## src/rtl/rsa_pkg.sv

```systemverilog
// Shared definitions for the RSA byte-stream adapter.
// Holds the operand width, the bytes per operand, the byte-counter width
// and the adapter state type.
package rsa_pkg;

    localparam int RSA_W     = 256;
    localparam int RSA_BYTES = 32;
    localparam int CNT_W     = $clog2(RSA_BYTES);

    typedef enum logic [2:0] {
        S_GET_N,
        S_GET_E,
        S_GET_A,
        S_REQ,
        S_WAIT,
        S_ACK,
        S_CAP,
        S_SEND
    } adapter_state_t;

endpackage

```

## src/rtl/rsa_stream_adapter.sv

```systemverilog
// Byte-stream front end for the 256-bit RSA exponentiation core.
// Collects modulus N, exponent E (once per reset) and message blocks A
// MSB-first from an 8-bit valid/ready stream, hands each block to the core,
// then returns the 256-bit result MSB-first on an 8-bit valid/ready stream.
//
// Ports:
//   i_clk, i_rst                      clock (rising edge), async active-low reset
//   i_in_data/i_in_valid/o_in_ready   input byte stream
//   o_out_data/o_out_valid/i_out_ready output byte stream
//   o_core_src_val/i_core_src_rdy     operand handshake to the core
//   o_core_a/o_core_e/o_core_n        operands to the core
//   i_core_result_val/o_core_result_rdy result handshake from the core
//   i_core_a_pow_e                    core result
module rsa_stream_adapter
    import rsa_pkg::*;
(
    input  logic             i_clk,
    input  logic             i_rst,
    input  logic [7:0]       i_in_data,
    input  logic             i_in_valid,
    output logic             o_in_ready,
    output logic [7:0]       o_out_data,
    output logic             o_out_valid,
    input  logic             i_out_ready,
    output logic             o_core_src_val,
    input  logic             i_core_src_rdy,
    output logic [RSA_W-1:0] o_core_a,
    output logic [RSA_W-1:0] o_core_e,
    output logic [RSA_W-1:0] o_core_n,
    input  logic             i_core_result_val,
    output logic             o_core_result_rdy,
    input  logic [RSA_W-1:0] i_core_a_pow_e
);

    adapter_state_t   state;
    adapter_state_t   state_nxt;
    logic [CNT_W-1:0] cnt;
    logic [RSA_W-1:0] n_r;
    logic [RSA_W-1:0] e_r;
    logic [RSA_W-1:0] a_r;
    logic [RSA_W-1:0] out_r;

    logic in_fire;
    logic out_fire;
    logic last_byte;

    assign in_fire   = i_in_valid && o_in_ready;
    assign out_fire  = o_out_valid && i_out_ready;
    assign last_byte = (cnt == CNT_W'(RSA_BYTES - 1));

    // Operands go to the core straight from the shift registers; they only
    // move during the GET states, so they are stable while the core works.
    assign o_core_n   = n_r;
    assign o_core_e   = e_r;
    assign o_core_a   = a_r;
    assign o_out_data = out_r[RSA_W-1 -: 8];

    // NOTE: state and data registers use non-blocking assignments so every
    // flop samples the values from before the edge, independent of order.
    always_ff @(posedge i_clk or negedge i_rst) begin
        if (!i_rst) begin
            state <= S_GET_N;
        end else begin
            state <= state_nxt;
        end
    end

    // NOTE: every signal driven here gets a default before the case, so no
    // path through the block leaves a value unassigned (no latches).
    always_comb begin
        state_nxt         = state;
        o_in_ready        = 1'b0;
        o_out_valid       = 1'b0;
        o_core_src_val    = 1'b0;
        o_core_result_rdy = 1'b0;
        case (state)
            S_GET_N: begin
                o_in_ready = 1'b1;
                if (in_fire && last_byte) state_nxt = S_GET_E;
            end
            S_GET_E: begin
                o_in_ready = 1'b1;
                if (in_fire && last_byte) state_nxt = S_GET_A;
            end
            S_GET_A: begin
                o_in_ready = 1'b1;
                if (in_fire && last_byte) state_nxt = S_REQ;
            end
            S_REQ: begin
                o_core_src_val = 1'b1;
                if (i_core_src_rdy) state_nxt = S_WAIT;
            end
            S_WAIT: begin
                if (i_core_result_val) state_nxt = S_ACK;
            end
            S_ACK: begin
                // One-cycle acknowledge; the core updates its result on the
                // edge that ends this cycle, so capture waits for S_CAP.
                o_core_result_rdy = 1'b1;
                state_nxt         = S_CAP;
            end
            S_CAP: begin
                state_nxt = S_SEND;
            end
            S_SEND: begin
                o_out_valid = 1'b1;
                // Key registers are kept: the next block only needs A.
                if (out_fire && last_byte) state_nxt = S_GET_A;
            end
            default: begin
                state_nxt = S_GET_N;
            end
        endcase
    end

    // Datapath: three input shift registers, the output shift register and
    // the shared byte counter. The counter wraps 31 -> 0 on the last byte of
    // each operand, which is exactly the restart value the next one needs.
    always_ff @(posedge i_clk or negedge i_rst) begin
        if (!i_rst) begin
            cnt   <= '0;
            n_r   <= '0;
            e_r   <= '0;
            a_r   <= '0;
            out_r <= '0;
        end else begin
            if (in_fire) begin
                cnt <= cnt + CNT_W'(1);
                case (state)
                    S_GET_N: n_r <= {n_r[RSA_W-9:0], i_in_data};
                    S_GET_E: e_r <= {e_r[RSA_W-9:0], i_in_data};
                    S_GET_A: a_r <= {a_r[RSA_W-9:0], i_in_data};
                    default: ;
                endcase
            end
            if (state == S_CAP) begin
                out_r <= i_core_a_pow_e;
                cnt   <= '0;
            end
            if (out_fire) begin
                out_r <= {out_r[RSA_W-9:0], 8'h00};
                cnt   <= cnt + CNT_W'(1);
            end
        end
    end

endmodule
```

## config.mk

```make
export PLATFORM = sky130hd
export DESIGN_NAME = rsa_stream_adapter
export DESIGN_NICKNAME = d
export VERILOG_FILES = /design/src/rtl/rsa_pkg.sv /design/src/rtl/rsa_stream_adapter.sv
export SDC_FILE = /design/constraint.sdc
export NUM_CORES = 1
export LEC_CHECK = 0
export BUFFER_PORTS_ARGS = -buffer_cell sky130_fd_sc_hd__buf_2
export CAP_MARGIN = 20
export CORE_AREA = 8 8 406 408
export CTS_CLUSTER_SIZE = 20
export DETAILED_ROUTE_END_ITERATION = 12
export DIE_AREA = 0 0 414 416
export GPL_TIMING_DRIVEN = 0
export PLACE_DENSITY = 0.44
export REMOVE_ABC_BUFFERS = 1
export SYNTH_ARGS = -nofsm -noshare
export SYNTH_HDL_FRONTEND = slang
export SYNTH_SLANG_ARGS = --single-unit
```

## constraint.sdc

```tcl
create_clock -name i_clk -period 1.86 [get_ports i_clk]
set_clock_uncertainty 0.1 [all_clocks]
set_input_delay 0.186 -clock i_clk [delete_from_list [all_inputs] [get_ports i_clk]]
set_output_delay 0.186 -clock i_clk [all_outputs]
set_load 0.02 [all_outputs]
```

==> run metrics, run 1 <==
Final min period=2.54 ns; syn avg cell area=14.1 µm²; Slew Limit Fails=0; total die area=172,000 µm²; Starting Density=0.248; global-route wire length before repair=216,000 µm; DRT Pass-1 Iters=6; Seq/Total Area, Yosys=0.654; # setup viols final=1,117; Max-slew headroom=0.410; clock tree sinks=1,032; Max VDD drop=0.00108 V; CTS tree=done; dominant cell type by area after synthesis=dfrtp_1; # rows=147; DR iter-0 viols=2,044; Die Y=416 µm; most frequent cell after synthesis=dfrtp_1; critical path arrival=3.04 ns; Hold Path Class=input pin to async pin; CTS Buf Count=120; leak pwr=30.4 nW; top post-synthesis cells by count=1,032 x dfrtp_1, 745 x mux2_2, 526 x nand2_1; Cell Pwr Density=1450 nW/µm²; Clock Tree Buf Depth=3; WL final=151,000 µm; DR WL/cell=23.0 µm; largest net degree at the start of global routing=147; Hold Fails Final Rpt=338; max cap viols=0; grt total ovfl=0; Util after Layout=0.367; main area contributors after synthesis=dfrtp_1 65%, mux2_2 21%, nand2_1 5.0%; layout overhead on the synthesized area=47.7%; DR DRC count=0; fillers=15.7k; Hold WS=-0.789 ns; CP endpoint kind=flop; port buffer count=1,049; Primary FF master, synth=dfrtp_1; synthesized area=39,500 µm²; vias in the first global route=29.8k; GRT Util Overall=0.165; Clock Latency Late Sink=0.77 ns; R2R depth=13; Vias/cell=4.42; Yosys warning total=0; fmax=0.394 GHz; GP Congestion=0.800; post-synth top area share=0.654; Final Cycle Share=1.36; Synth Instances=2,802; crit path launch type=flop; Placed Cells=5,846; DP HPWL=106,000 µm; critical path class=flop to flop; number of synthesized flops with an enable pin=0; status=finished, violations left; Post-layout nets=4,603; CP required=2.36 ns; Post-synth ARST share=1.00; Non-Filler Instances=6,530; failing checks=negative hold slack, negative setup slack; RSZ-0062 raised after global routing=true; share of post-route cells with drive strength above 1=0.508; final worst slack=-0.679 ns; Antenna Nets Post-Route=0; Worst-Margin Slew=0.886 ns; CTS H-tree lvls=3; num ports=1,050; Critical Path Fanout Max=8; synth unique cells=31; initial antenna violation count=15; root buf cell=clkbuf_16; clock-pin slew on the worst setup and hold paths=0.06 ns; CORE AREA=159,000 µm²; via count=28.9k; Die X-Extent=414 µm; post-synthesis register bit count=1,032
-- cell families after synthesis --
family          count (synthesis)  synth area share
fa+ha+maj                       2          0.000634
compound gates                270            0.0503
simple gates                  547            0.0533
mux                           768             0.219
buf+inv                       183            0.0226
flops                        1032             0.654
-- stage by stage --
stage	setup WS, ns	TNS [ns]	hold WS, ns	power (mW)	instance area (µm²)
detailed placement	-2.06	-1575.89	0.0478	56.0	47900
global route	-0.772	-465.38	-0.772	89.2	58300
finish	-0.679	-342.11	-0.789	84.5	58300
CTS	-0.721	-425.50	-0.830	84.9	57300
global placement	-30.73	-	0.296	45.9	46500
floorplan	-18.16	-	-0.210	42.3	38600
-- routing by layer --
layer | wire (µm) | track usage | vias to the layer above
met5 | 11 | 0 | -
met4 | 4250 | 0.0505 | 2
met3 | 9800 | 0.0478 | 194
met2 | 77300 | 0.294 | 817
met1 | 59100 | 0.193 | 14900
li1 | - | - | 12900
-- where the power goes --
part | switching, mW | internal, mW
sequential | 4.05 | 28.1
combinational | 15.8 | 12.1
clock | 10.0 | 14.5
total | 29.8 | 54.7
-- repair_timing --
item,CTS,global route
setup buffers,74,54
gates cloned,22,14
resized for setup,279,93
hold buffers,292,1
endpoints found under the setup margin,1453,1403
hold endpoints to repair,624,340
pin swaps,5,5
-- flip-flops by register name, indices dropped and copies added (netlist names) --
signal and flops:
o_core_n 256, state 3, o_core_a 256, cnt 5, o_core_e 256, out_r 256
-- placed cells by master, fill, tap and decap left out, types with 32 or more instances in the layout --
cell type | Yosys | routed
dfrtp_1 | 1032 | 1029
clkbuf_16 | 0 | 133
buf_2 | 116 | 1045
dlygate4sd3_1 | 0 | 293
mux2_2 | 745 | 552
a22oi_1 | 248 | 248
clkbuf_8 | 0 | 38
mux2_4 | 0 | 197
buf_12 | 0 | 58
nand2_1 | 526 | 526
buf_16 | 0 | 32
buf_4 | 16 | 87
-- critical path, cell delays in order, from the launching register on --
cell and delay (ns):
dfrtp_4 0.54, nor3_4 0.23, buf_6 0.16, buf_12 0.11, buf_12 0.09, buf_8 0.09
buf_8 0.10, buf_12 0.10, buf_12 0.10, buf_12 0.10, buf_12 0.10, buf_12 0.11
buf_12 0.13, mux2_4 0.30
-- cell type report --
cell class,count,area [µm²],share of cell area
flip-flops and latches,1032,25800,0.443
multi-input cells,1592,13600,0.233
repair buffers,1583,12000,0.206
clock buffers,182,3620,0.0620
well taps,2086,2610,0.0448
clock inverters,40,563,0.00966
diodes,13,32.5,0.000558
inverters,2,7.51,0.000129
-- worst paths after layout --
| kind | end | slack [ns] | startpoint |
|---|---|---|---|
| min reg2reg | out_r[253]$_DFFE_PN0P_ | 0.37 | out_r[253]$_DFFE_PN0P_ |
| min | out_r[192]$_DFFE_PN0P_ | -0.79 | i_rst |
| max | o_core_e[54]$_DFFE_PN0P_ | -0.68 | state[1]$_DFFE_PN0P_ |
| max in group asynchronous | o_core_e[79]$_DFFE_PN0P_ | -0.04 | i_rst |
| min in group i_clk | o_core_e[2]$_DFFE_PN0P_ | 0.04 | i_in_valid |
| max reg2reg | o_core_e[54]$_DFFE_PN0P_ | -0.68 | state[1]$_DFFE_PN0P_ |
Power figures use the tool's default switching activity.
==> run 2: changes to the inputs <==
CELL_PAD_IN_SITES_DETAIL_PLACEMENT = 0   (was unset)
CELL_PAD_IN_SITES_GLOBAL_PLACEMENT = 1   (was unset)
PLACE_DENSITY = 0.53   (was 0.44)
==> run 2 against run 1 <==
Against the previous run:
- the run still ends with negative hold slack, negative setup slack left
- largest cell class unchanged
- routed wire length grew 2.1%
- utilization grew 1.3 points
- fmax grew 4.5%
- flip-flop and latch count is the same
- first-iteration DRC count shrank 13%
- critical endpoint unchanged
==> run metrics, run 2 (synthesized netlist as in run 1, its figures left out) <==
Vias/cell=4.40; vias in the first global route=29.8k; grt total ovfl=0; R2R depth=13; GRT Util Overall=0.166; largest net degree at the start of global routing=163; fillers=15.6k; Slew Limit Fails=0; share of post-route cells with drive strength above 1=0.532; CP Cell Sequence=inv_2, nor3_4, buf_6, buf_12, buf_12, buf_12, buf_12, buf_12, buf_12, buf_12, buf_12, buf_12, mux2_4; clock tree sinks=1,032; Clock Latency Late Sink=0.74 ns; fmax=0.412 GHz; GP Congestion=0.783; Starting Density=0.248; Critical path buffers and inverters=11; Hold Path Class=input pin to async pin; DR WL/cell=23.1 µm; commonest non-fill, non-tap cell in the layout=buf_2; crit path launch type=flop; status=finished, violations left; leak pwr=31.5 nW; most frequent cells in the layout=1,044 x buf_2, 1,029 x dfrtp_1, 513 x nand2_1; via count=29.3k; Die Y=416 µm; root buf cell=clkbuf_16; Post-layout nets=4,733; critical path arrival=2.96 ns; reg-to-reg endpoint=o_core_e[54]$_DFFE_PN0P_; clock-pin slew on the worst setup and hold paths=0.06 ns; Critical Path Fanout Max=6; Hold WS=-0.299 ns; CTS Buf Count=118; Worst path slowest cell=dfrtp_2; WL final=154,000 µm; Die X-Extent=414 µm; # rows=147; critical path class=flop to flop; Worst-Margin Slew=0.946 ns; DR DRC count=0; cell seen most often among critical-path stages=buf_12; # setup viols final=1,284; initial antenna violation count=17; R2R Path Start=state[0]$_DFFE_PN0P_; CORE AREA=159,000 µm²; WP depth=13; CP required=2.39 ns; setup slack, reg-to-reg=-0.57 ns; Util after Layout=0.380; total power=88.0 mW; Largest delay share family, worst path=buffers and inverters; setup_tns=-342.12 ns; DP HPWL=106,000 µm; Placed Cells=5,850; RSZ-0062 raised after global routing=true; Final min period=2.43 ns; Max VDD drop=0.000928 V; final worst slack=-0.570 ns; DR iter-0 viols=1,785; Hold Fails Final Rpt=439; Max-slew headroom=0.369; Clock Tree Buf Depth=3; max cap viols=0; Cell Pwr Density=1460 nW/µm²; CTS tree=done; Final Cycle Share=1.31; failing checks=negative hold slack, negative setup slack; Antenna Nets Post-Route=0; total die area=172,000 µm²; DRT Pass-1 Iters=7; Non-Filler Instances=6,664; num ports=1,050; global-route wire length before repair=217,000 µm; Worst Setup SP=state[0]$_DFFE_PN0P_; layout overhead on the synthesized area=52.9%; Worst Setup EP=o_core_e[54]$_DFFE_PN0P_; port buffer count=1,049; CP endpoint kind=flop; CTS H-tree lvls=3; crit-path max cell delay=0.45 ns
run 2: changes by cell type in the layout (fill, tap and decap cells not counted), sizes merged:
cell,change
clkinvlp,-1
clkbuf,+17
and3b,-1
clkinv,+3
dlygate4sd3,-12
buf,+128
diode,+1
inv,-1
run 2: power by group:
group / switching [mW] / internal, mW
clock: 9.92 / 14.3
combinational: 16.9 / 14.8
sequential: 4.07 / 28.1
run 2: layout make-up:
class	count	area, µm²	area share
sequential	1032	25800	0.428
clock inverter	41	588	0.00974
timing repair buffer	1716	13800	0.229
tap	2086	2610	0.0432
multi-input combinational	1591	13900	0.231
inverter	2	7.51	0.000124
clock buffer	182	3530	0.0585
antenna	14	35.0	0.000580
run 2: worst min path at each step:
stage                                   to  slack (ns)  cells after the start
floorplan               cnt[0]$_DFFE_PN0P_       -0.21                      0
global placement      out_r[6]$_DFFE_PN0P_        0.29                      3
detailed placement  out_r[224]$_DFFE_PN0P_      0.0004                      1
CTS                 out_r[185]$_DFFE_PN0P_       -0.34                      6
global route        out_r[185]$_DFFE_PN0P_       -0.30                      6
finish              out_r[211]$_DFFE_PN0P_       -0.30                      5
run 2: per-stage QoR:
stage	setup slack [ns]	cell area [µm²]
after global routing	-0.644	60400
after global placement	-30.56	46500
after CTS	-0.613	57600
after floorplan	-18.16	38600
final	-0.570	60400
after detailed placement	-2.02	48000
run 2: per-layer routing:
layer	wire, µm	up-vias	track usage
met5	27	-	0
met4	4850	4	0.0477
met3	10200	210	0.0530
met2	79500	784	0.299
met1	59000	15100	0.188
li1	-	13200	-
run 2: worst min-delay path: stages:
cell	delay [ns]
buf_12	0.08
buf_16	0.09
buf_16	0.09
buf_16	0.12
buf_16	0.43
run 2: timing repair:
| item | 4_1_cts | 5_1_grt |
|---|---|---|
| buffers inserted | 93 | 159 |
| pin swaps | 14 | 7 |
| hold endpoints to repair | 765 | 441 |
| resized for setup | 291 | 253 |
| gates cloned | 25 | 28 |
| endpoints found under the setup margin | 1195 | 1330 |
| hold buffers | 285 | 1 |
